<file path="config.mk">
export PLATFORM = sky130hd
export DESIGN_NAME = trivium_prng_stream
export DESIGN_NICKNAME = d
export VERILOG_FILES = /design/src/rtl/trivium_prng_stream.sv
export SDC_FILE = /design/constraint.sdc
export NUM_CORES = 1
export LEC_CHECK = 0
export CAP_MARGIN = 20
export CORE_MARGIN = 2
export CORE_UTILIZATION = 55
export DETAILED_ROUTE_END_ITERATION = 6
export DONT_BUFFER_PORTS = 1
export PLACE_DENSITY = 0.7
export SYNTH_ARGS = -nofsm -noshare
export SYNTH_HDL_FRONTEND = slang
export SYNTH_SLANG_ARGS = --single-unit
</file>
<file path="constraint.sdc">
create_clock -name clk -period 2.4 [get_ports clk]
set_input_delay 0.48 -clock clk [delete_from_list [all_inputs] [get_ports clk]]
set_output_delay 0.48 -clock clk [all_outputs]
set_load 0.05 [all_outputs]
</file>
<file path="src/rtl/trivium_prng_stream.sv">
// Trivium keystream source with seed handshake, automatic warm-up and a registered
// valid/ready output. Advances RND chained Trivium steps per state update.
module trivium_prng_stream #(
    parameter int RND           = 1,
    parameter int WARMUP_SHIFTS = 1152
) (
    input  logic           clk,
    input  logic           rst_n,
    input  logic [79:0]    in_key,
    input  logic [79:0]    in_iv,
    input  logic           in_seed_valid,
    output logic           in_seed_ready,
    output logic [RND-1:0] out_rnd,
    output logic           out_valid,
    input  logic           out_ready,
    output logic           busy
);

    // Handshakes: a seed transfers on a rising edge where in_seed_valid and
    // in_seed_ready are both high; a word transfers where out_valid and out_ready are.
    localparam int W  = (WARMUP_SHIFTS + RND - 1) / RND;
    localparam int CW = $clog2(W + 1);

    typedef enum logic [1:0] {
        ST_UNSEEDED = 2'd0,
        ST_WARMUP   = 2'd1,
        ST_RUN      = 2'd2
    } state_e;

    state_e          state_q, state_d;
    logic [287:0]    triv_q, triv_d;
    logic [CW-1:0]   cnt_q, cnt_d;
    logic [RND-1:0]  rnd_q, rnd_d;
    logic            valid_q, valid_d;

    logic [287:0]    upd_s;
    logic [RND-1:0]  upd_z;
    logic [287:0]    seed_s;
    logic            seed_fire;
    logic            t1, t2, t3, n1, n94, n178;

    // Bit k of triv_q holds Trivium s(k+1); one update chains RND steps.
    always_comb begin
        upd_s = triv_q;
        upd_z = '0;
        t1    = 1'b0;
        t2    = 1'b0;
        t3    = 1'b0;
        n1    = 1'b0;
        n94   = 1'b0;
        n178  = 1'b0;
        for (int i = 0; i < RND; i++) begin
            t1       = upd_s[65] ^ upd_s[92];
            t2       = upd_s[161] ^ upd_s[176];
            t3       = upd_s[242] ^ upd_s[287];
            upd_z[i] = t1 ^ t2 ^ t3;
            n1       = t3 ^ (upd_s[285] & upd_s[286]) ^ upd_s[68];
            n94      = t1 ^ (upd_s[90] & upd_s[91]) ^ upd_s[170];
            n178     = t2 ^ (upd_s[174] & upd_s[175]) ^ upd_s[263];
            upd_s    = {upd_s[286:177], n178, upd_s[175:93], n94, upd_s[91:0], n1};
        end
    end

    assign seed_s    = {3'b111, 112'd0, in_iv, 13'd0, in_key};
    assign seed_fire = in_seed_valid && (state_q != ST_WARMUP);

    always_comb begin
        state_d = state_q;
        triv_d  = triv_q;
        cnt_d   = cnt_q;
        rnd_d   = rnd_q;
        valid_d = valid_q;
        case (state_q)
            ST_UNSEEDED: begin
                if (seed_fire) begin
                    triv_d  = seed_s;
                    cnt_d   = '0;
                    state_d = ST_WARMUP;
                end
            end
            ST_WARMUP: begin
                triv_d = upd_s;
                cnt_d  = cnt_q + CW'(1);
                if (cnt_q == CW'(W - 1)) begin
                    state_d = ST_RUN;
                end
            end
            ST_RUN: begin
                // A reseed wins over any output load; the pending word is dropped.
                if (seed_fire) begin
                    triv_d  = seed_s;
                    cnt_d   = '0;
                    valid_d = 1'b0;
                    state_d = ST_WARMUP;
                end else if (!valid_q || out_ready) begin
                    triv_d  = upd_s;
                    rnd_d   = upd_z;
                    valid_d = 1'b1;
                end
            end
            default: begin
                state_d = ST_UNSEEDED;
                valid_d = 1'b0;
            end
        endcase
    end

    always_ff @(posedge clk) begin
        if (!rst_n) begin
            state_q <= ST_UNSEEDED;
            triv_q  <= '0;
            cnt_q   <= '0;
            rnd_q   <= '0;
            valid_q <= 1'b0;
        end else begin
            state_q <= state_d;
            triv_q  <= triv_d;
            cnt_q   <= cnt_d;
            rnd_q   <= rnd_d;
            valid_q <= valid_d;
        end
    end

    assign out_rnd       = rnd_q;
    assign out_valid     = valid_q;
    assign busy          = (state_q == ST_WARMUP);
    assign in_seed_ready = (state_q != ST_WARMUP);

endmodule

</file>
==> results of run 1 <==
[sequential cells by signal, summed over array words and instances, names as in the netlist]
name / count
out_valid: 1
out_rnd: 1
triv_q: 288
state_q: 2
cnt_q: 11
[path summary, 6_finish.rpt]
check	start	end	slack [ns]	cells after the start
hold / removal	rst_n	cnt_q[5]$_SDFFE_PN0P_	0.08	2
hold reg to reg	triv_q[273]$_SDFFE_PN0P_	triv_q[274]$_SDFFE_PN0P_	0.46	2
setup reg to reg	state_q[1]$_SDFFE_PN0P_	triv_q[55]$_SDFFE_PN0P_	0.11	7
setup / recovery	state_q[1]$_SDFFE_PN0P_	in_seed_ready	0.08	4
[layer usage]
metal,wire [um],vias up,part of all wire,GRT usage
li1,-,5489,-,-
met4,525,0,0.016,0.0561
met2,15400,324,0.46,0.369
met5,0,-,0,0
met3,1980,42,0.060,0.0447
met1,15200,5521,0.46,0.355
[cell usage in the layout (no fill, tap or decap), types with 4 or more instances in the layout]
master / count
dfxtp_1: 303
a21oi_1: 291
a22oi_1: 159
nand4_1: 128
o21ai_0: 122
a211oi_2: 79
a211oi_1: 79
buf_12: 36
clkbuf_16: 31
buf_4: 19
nand2_1: 15
o21ai_1: 14
nor2_1: 10
clkbuf_8: 9
clkinv_2: 8
xnor2_1: 7
inv_1: 6
clkbuf_1: 6
ha_1: 5
o22ai_1: 4
[logic make-up (layout without fill, tap and decap cells)]
family                     Yosys count  count (layout)  synth area share
xor gates and xnor gates            11              11           0.00938
DFF                                303             303             0.450
AOI/OAI and AO/OA                  767             767             0.379
muxes                                5               5           0.00399
buffers and inverters              199             120            0.0705
adders and majority gates            7               7           0.00650
and+or+nand+nor                    178             178            0.0804
[metrics by stage]
step	setup WS [ns]	hold slack, ns	total power, mW
6_report	0.0757	0.0774	20.2
2_1_floorplan	0.111	0.447	13.3
4_1_cts	0.0630	0.0534	20.2
3_3_place_gp	0.134	0.453	15.2
3_5_place_dp	0.00192	0.459	15.4
5_1_grt	0.0196	0.0688	21.4
[cell type report]
| class | instances | area, um2 | share of cell area |
|---|---|---|---|
| Inverter | 7 | 33.8 | 0.00226 |
| Clock inverter | 12 | 116 | 0.00780 |
| Sequential cell | 303 | 6070 | 0.407 |
| Tap cell | 324 | 405 | 0.0272 |
| Clock buffer | 46 | 922 | 0.0618 |
| Timing Repair Buffer | 55 | 863 | 0.0579 |
| Multi-Input combinational cell | 968 | 6520 | 0.437 |
[worst reg2reg max path, delay by kind of cell (launching register included)]
kind | cells | cell delay, ns
DFF | 1 | 0.41
and+or+nand+nor | 2 | 0.43
AOI/OAI and AO/OA | 2 | 0.56
buffers and inverters | 2 | 0.48
adders and majority gates | 1 | 0.27
[where the power goes]
part           switching (mW)  total (mW)  internal (mW)  leakage, nW
Combinational            5.01        8.25           3.23         1.97
Clock                    1.97        4.83           2.86        0.518
Sequential              0.762        7.12           6.36         2.48
Total                    7.75        20.2           12.5         4.97
==> summary.txt, run 1 <==
GPL Wtd Cong = 0.809
I/O pin cnt = 168
VDD IR max = 0.961 mV
Post-layout nets = 1537
Prevailing post-synth register cell = dfxtp_1
Period minus WS final = 2.32 ns
Worst-Margin Slew = 0.629 ns
Clock buffer depth = 3
Height of the die = 161 um
DIE AREA = 25800 um2
DRT Wirelength = 33.1 mm
Top cell by count, worst path = inv_1
Starting Density = 0.557
Core Util, Final = 0.617
Kind of start point of the critical path = flop
FFs w/ async S/R, synth = 0
Hold Crit Class = in -> reg
DR iter-0 viols = 1318
Worst Skew = 0.0176 ns
Yosys cell types = 51
Vias after detailed routing = 11376
Sequential fraction of the synthesis area = 0.450
Initial DRT Pass Iterations = 5
Critical path peak fanout = 8
Post-Syn Area = 13500 um2
Pleak = 4.97 nW
DRT antenna net count = 0
Gate Count Post-Synth = 1470
Port Buffer Count = 0
Syn Area/Cell = 9.16 um2
Clock transition at the registers of the reported paths = 0.06 ns
Post-synth top cells = dfxtp_1, a21oi_1, a22oi_1
Crit path largest cell delay = 0.41 ns
Vias per cell = 6.63
Cell Chain, Critical Path = inv_1, ha_1, inv_1, buf_4
WP data arrival = 1.84 ns
Largest net degree at the start of global routing = 127
Root buffer cell = clkbuf_16
CTS tree = done
H-tree Lvls = 1
Initial antenna violation count = 0
Number of global-route vias before repair = 10173
Final Hold Viols = 0
Tot GR Track Use = 0.242
Die Width = 161 um
Non-filler cells, final = 1715
Critical path's slowest cell = dfxtp_1
Unrepaired setup endpoints after global routing = false
Fin area = 14900 um2
Mapped Nets = 1641
Leading area contributor after synthesis = dfxtp_1
Status = finished clean
Top post-synthesis cells by area = dfxtp_1, a21oi_1, a22oi_1
Fmax = 430 MHz
CTS Buf Count = 31
Core area = 24200 um2
Endpoints failing setup = 0
Max-slew violation count = 0
Post-synth top area share = 0.450
Congestion Overflow GR = 0
Post-DP HPWL = 18.9 mm
Pwr per Cell Area = 1350 nW/um2
Average wire per standard cell = 19.3 um
Placed cell count = 1657
Share of layout cells above drive strength 1 = 0.147
Floorplan row count = 57
Most frequent cell after synthesis = dfxtp_1
CTS hold repair buffers = 0
Post-synth EDFFs = 0
Largest delay share family, worst path = buffers and inverters
Crit share post-route = 0.968
Global-route wire length before repair = 53.7 mm
Number of setup buffers added after CTS = 0
Slew Limit Headroom = 0.581
Number of remaining DRC errors = 0
Max-cap check violation count = 0
Clock latency on the worst-skew pair = 0.56 ns
Synth-to-layout area growth = 10.8%
Worst setup EP type = primary output
Post_cts resized = 1
Yosys Warn Count = 0
N_diodes = 0
Placed Area = 13900 um2
CP Data Required Time = 1.92 ns
WP buf/inv = 3
Clk sinks = 303
Fillers = 1957
WS Path Type = reg -> out
#FFs+latches synth = 303
Setup TNS = 0 ns
Power figures use the tool's default switching activity.
==> run 2: changes to the inputs <==
--- a/config.mk
+++ b/config.mk
@@ -8,6 +8,7 @@
 export CAP_MARGIN = 20
 export CORE_MARGIN = 2
 export CORE_UTILIZATION = 55
+export CTS_BUF_LIST = sky130_fd_sc_hd__clkbuf_8
 export DETAILED_ROUTE_END_ITERATION = 6
 export DONT_BUFFER_PORTS = 1
 export PLACE_DENSITY = 0.7
==> run 2 against run 1 <==
  * Design area decreased by 0.18%
  * Die area is the same
  * Via count up 0.58%
  * Total power fell by 1.8%
  * Critical path type unchanged
  * Critical endpoint unchanged
  * Largest power group unchanged
  * Highest routed layer unchanged
==> summary.txt, run 2 (synthesis gave the netlist of run 1 again) <==
Core area = 24200 um2
Height of the die = 161 um
Hold Crit Class = in -> reg
Max-slew violation count = 0
Area occupied by multi-input gates = 6520 um2
Fillers = 1966
CTS tree = done
Critical path peak fanout = 8
Number of setup buffers added after CTS = 0
Worst setup EP type = primary output
DP Worst Slack = 0.00192 ns
Floorplan row count = 57
GPL Wtd Cong = 0.809
Kind of start point of the critical path = flop
Global-route wire length before repair = 53.8 mm
Period minus WS final = 2.30 ns
Synth-to-layout area growth = 10.6%
Worst hold path startpoint = rst_n
Worst-Margin Slew = 0.634 ns
Setup TNS = 0 ns
Clock buffer depth = 3
FF-to-FF setup slack = 0.13 ns
Share of layout cells above drive strength 1 = 0.158
Post-DP HPWL = 18.9 mm
Pleak = 5.03 nW
Number of global-route vias before repair = 10329
Post-layout nets = 1554
Cell Chain, Critical Path = inv_1, ha_1, inv_1, buf_4
CTS Buf Count = 48
DIE AREA = 25800 um2
Pwr per Cell Area = 1330 nW/um2
DR iter-0 viols = 1316
Stages on worst setup path = 4
FF-to-FF Start = state_q[1]$_SDFFE_PN0P_
Clock latency on the worst-skew pair = 0.57 ns
Hold WS = 0.0730 ns
DRT antenna net count = 0
Final setup margin = 0.0983 ns
Slew Limit Headroom = 0.577
I/O pin cnt = 168
Critical path's slowest cell = dfxtp_1
Crit share post-route = 0.959
Hold path depth = 2
Met3 routed WL = 2.04 mm
WS Path Type = reg -> out
Worst Skew = 0.0272 ns
Status = finished clean
Largest delay share family, worst path = buffers and inverters
R2R depth = 7
Initial DRT Pass Iterations = 5
Starting Density = 0.557
Unrepaired setup endpoints after global routing = false
Largest regs = triv_q x288, cnt_q x11, state_q x2
DRT Wirelength = 33.3 mm
Largest net degree at the start of global routing = 127
VDD IR max = 0.946 mV
Hold path endpoint = cnt_q[5]$_SDFFE_PN0P_
Clk sinks = 303
N_diodes = 0
Vias per cell = 6.56
Port Buffer Count = 0
Met1 wire length = 15.4 mm
Tot GR Track Use = 0.243
Met2 WL = 15.2 mm
FF-to-FF End = triv_q[73]$_SDFFE_PN0P_
DR top layer = met4
Crit path largest cell delay = 0.40 ns
Reg with most FFs = triv_q
H-tree Lvls = 2
WP data arrival = 1.82 ns
Max FFs per register = 288
Most common cell after layout, fill and taps aside = dfxtp_1
Congestion Overflow GR = 0
Most frequent cells in the layout = dfxtp_1, a21oi_1, a22oi_1
Vias after detailed routing = 11442
Root buffer cell = clkbuf_8
WP buf/inv = 3
Core Util, Final = 0.616
Max-cap check violation count = 0
Average wire per standard cell = 19.1 um
Endpoints failing setup = 0
Clock transition at the registers of the reported paths = 0.06 ns
Die Width = 161 um
Number of remaining DRC errors = 0
Initial antenna violation count = 0
CP Data Required Time = 1.92 ns
Final Hold Viols = 0
Register Area = 6070 um2
Top cell by count, worst path = inv_1
Fmax = 434 MHz
CTS hold repair buffers = 0
-- run 2: changes by cell type in the layout (fill, tap and decap cells not counted), sizes merged --
cell      change
clkbuf       +21
inv          +15
clkinv        -4
bufinv        -2
clkinvlp      -1
-- run 2: what timing repair did --
item,CTS,global route
resized for setup,1,3
gates cloned,0,0
endpoints found under the setup margin,1,73
-- run 2: how the worst max path moves through the flow --
stage / slack [ns] / startpoint / end
after floorplan: 0.11 / state_q[1]$_SDFFE_PN0P_ / cnt_q[9]$_SDFFE_PN0P_
after global placement: 0.13 / state_q[0]$_SDFFE_PN0P_ / triv_q[79]$_SDFFE_PN0P_
after detailed placement: 0.002 / state_q[0]$_SDFFE_PN0P_ / triv_q[73]$_SDFFE_PN0P_
after CTS: 0.06 / state_q[0]$_SDFFE_PN0P_ / triv_q[73]$_SDFFE_PN0P_
after global routing: 0.02 / state_q[1]$_SDFFE_PN0P_ / in_seed_ready
final: 0.1 / state_q[1]$_SDFFE_PN0P_ / in_seed_ready
-- run 2: metal layers --
metal  track usage  up-vias
met1         0.349     5543
met3        0.0542       59
li1              -     5529
met4        0.0696        0
met5             0        -
met2         0.368      311
-- run 2: cell type report --
cell class              count  share of cell area
well taps                 324              0.0272
inverters                   7             0.00227
clock buffers              67              0.0619
clock inverters            20             0.00596
flip-flops and latches    303               0.407
repair buffers             55              0.0580
multi-input cells         968               0.437
-- run 2: per-stage QoR --
| step | instances | power [mW] | area, um2 |
|---|---|---|---|
| CTS | 1744 | 19.9 | 14900 |
| global route | 1744 | 21.1 | 14900 |
| finish | 1744 | 19.8 | 14900 |
| global placement | 1657 | 15.2 | 13900 |
| detailed placement | 1657 | 15.4 | 13900 |
| floorplan | 1470 | 13.3 | 13500 |
-- run 2: power breakdown --
part / internal [mW] / total [mW] / switching [mW]
Sequential: 6.36 / 7.12 / 0.758
Combinational: 3.23 / 8.24 / 5.01
Clock: 2.47 / 4.48 / 2.01
Total: 12.1 / 19.8 / 7.78
==> run 3: changes to the inputs <==
--- a/config.mk
+++ b/config.mk
@@ -12,6 +12,7 @@
 export DETAILED_ROUTE_END_ITERATION = 6
 export DONT_BUFFER_PORTS = 1
 export PLACE_DENSITY = 0.7
+export REMOVE_ABC_BUFFERS = 1
 export SYNTH_ARGS = -nofsm -noshare
 export SYNTH_HDL_FRONTEND = slang
 export SYNTH_SLANG_ARGS = --single-unit
==> run 3 against run 2 <==
  * Fmax is 1.9% higher
  * Count of clock-buffer cells in the layout is 11 lower
  * Utilization is 0.22 points lower
  * Hold slack hardly changed
  * Sequential share of layout area is 0.14 points higher
  * Design area is 0.35% lower
  * Via count is 1.9% higher
  * Register-to-register slack better by 0.03 ns
  * Cell count is 0.63% higher
  * Die area stayed put
  * Critical endpoint unchanged
==> summary.txt, run 3 (synthesis gave the netlist of run 1 again) <==
Largest regs = triv_q x288, cnt_q x11, state_q x2
Clk sinks = 303
Area occupied by multi-input gates = 6510 um2
Core area = 24200 um2
Height of the die = 161 um
Register Area = 6070 um2
Fmax = 443 MHz
Placed cell count = 1671
Clock latency on the worst-skew pair = 0.56 ns
Period minus WS final = 2.26 ns
Initial antenna violation count = 0
Clk pwr share = 0.206
Reg power frac = 0.362
Synth-to-layout area growth = 10.2%
CTS Buf Count = 48
Share of layout cells above drive strength 1 = 0.158
Global-route wire length before repair = 54.6 mm
Number of global-route vias before repair = 10616
Worst setup EP type = primary output
Vias after detailed routing = 11665
Sw Pwr = 7.81 mW
GPL Wtd Cong = 0.802
Slew Limit Headroom = 0.660
CP Data Required Time = 1.92 ns
Number of remaining DRC errors = 0
DP Worst Slack = 0.106 ns
Clock transition at the registers of the reported paths = 0.06 ns
Placed Area = 13900 um2
Max-cap check violation count = 0
WS Path Type = reg -> out
Non-filler cells, final = 1755
Fillers = 2056
Endpoints failing setup = 0
Max FFs per register = 288
Most frequent cells in the layout = dfxtp_1, a21oi_1, a22oi_1
Max-slew violation count = 0
Pint = 11.9 mW
Congestion Overflow GR = 0
DR iter-0 viols = 1292
Post-layout nets = 1570
Initial DRT Pass Iterations = 5
Final setup margin = 0.142 ns
Status = finished clean
WP data arrival = 1.78 ns
Largest net degree at the start of global routing = 103
DRT antenna net count = 0
Vias per cell = 6.65
Pwr per Cell Area = 1330 nW/um2
Starting Density = 0.557
Reg with most FFs = triv_q
Die Width = 161 um
CTS hold repair buffers = 0
Worst-Margin Slew = 0.509 ns
Average wire per standard cell = 19.3 um
Root buffer cell = clkbuf_8
Unrepaired setup endpoints after global routing = false
Final Hold Viols = 0
Fin area = 14800 um2
Hold Crit Class = in -> reg
Kind of start point of the critical path = flop
DRT Wirelength = 33.9 mm
Tot GR Track Use = 0.248
Most common cell after layout, fill and taps aside = dfxtp_1
Floorplan row count = 57
Clock buffer depth = 3
I/O pin cnt = 168
DIE AREA = 25800 um2
Crit share post-route = 0.941
Setup TNS = 0 ns
Worst Skew = 0.0278 ns
Post-DP HPWL = 20.0 mm
Pleak = 5.05 nW
N_diodes = 0
Port Buffer Count = 0
VDD IR max = 0.895 mV
Combinational power share = 0.432
Critical path peak fanout = 7
H-tree Lvls = 2
CTS tree = done
Switching share of power = 0.397
[run 3: changes by cell type in the layout (fill, tap and decap cells not counted)]
| cell | before | now |
|---|---|---|
| buf_12 | 36 | 32 |
| inv_6 | 1 | 0 |
| buf_4 | 19 | 38 |
| clkbuf_8 | 67 | 56 |
| clkinv_2 | 3 | 1 |
| clkbuf_16 | 0 | 1 |
| nor4_2 | 0 | 1 |
| nor4_1 | 3 | 2 |
| ha_1 | 5 | 6 |
| ha_4 | 1 | 0 |
| clkinv_4 | 1 | 0 |
| inv_1 | 21 | 30 |
| inv_8 | 1 | 2 |
[run 3: what timing repair did]
| action | CTS | global route |
|---|---|---|
| endpoints found under the setup margin | 0 | 190 |
| resized for setup | 0 | 3 |
| setup buffers | 0 | 1 |
[run 3: layout make-up]
type / count / area share
Multi-Input combinational cell: 968 / 0.439
Sequential cell: 303 / 0.409
Timing Repair Buffer: 71 / 0.0641
Clock buffer: 56 / 0.0519
Tap cell: 324 / 0.0273
Clock inverter: 26 / 0.00717
Inverter: 7 / 0.00228
[run 3: through the flow]
step	utilization	hold slack [ns]	power [mW]
global route	0.614	0.0494	20.9
detailed placement	0.576	0.460	15.5
finish	0.614	0.0731	19.7
floorplan	-	0.447	11.9
CTS	0.612	0.0414	19.6
global placement	0.576	0.453	15.4
[run 3: metal layers]
metal  track usage  vias to the layer above  share of wire
met5             0                        -              0
met4        0.0737                        0          0.022
met3        0.0540                       55          0.071
met2         0.373                      408           0.46
met1         0.357                     5641           0.45
li1              -                     5561              -
[run 3: critical path: stages (launching register included)]
cell     delay (ns)
dfxtp_1        0.40
inv_1          0.10
ha_1           0.21
buf_4          0.16
inv_1          0.11
buf_4          0.22
[run 3: power by group through the flow]
| stage | Clock, mW | Sequential, mW | Combinational, mW |
|---|---|---|---|
| 4_1_cts | 4.14 | 7.10 | 8.38 |
| 3_5_place_dp | 0 | 7.18 | 8.35 |
| 2_1_floorplan | 0 | 6.69 | 5.21 |
| 6_report | 4.06 | 7.13 | 8.50 |
| 3_3_place_gp | 0 | 7.15 | 8.20 |
| 5_1_grt | 4.35 | 7.26 | 9.26 |
[run 3: worst paths after layout]
| path | cells past startpoint | endpoint | slack [ns] | from |
|---|---|---|---|---|
| max | 5 | in_seed_ready | 0.14 | state_q[1]$_SDFFE_PN0P_ |
| min | 2 | triv_q[177]$_SDFFE_PN0P_ | 0.07 | rst_n |
| max reg2reg | 8 | triv_q[43]$_SDFFE_PN0P_ | 0.16 | state_q[0]$_SDFFE_PN0P_ |
| min reg2reg | 2 | triv_q[274]$_SDFFE_PN0P_ | 0.45 | triv_q[273]$_SDFFE_PN0P_ |
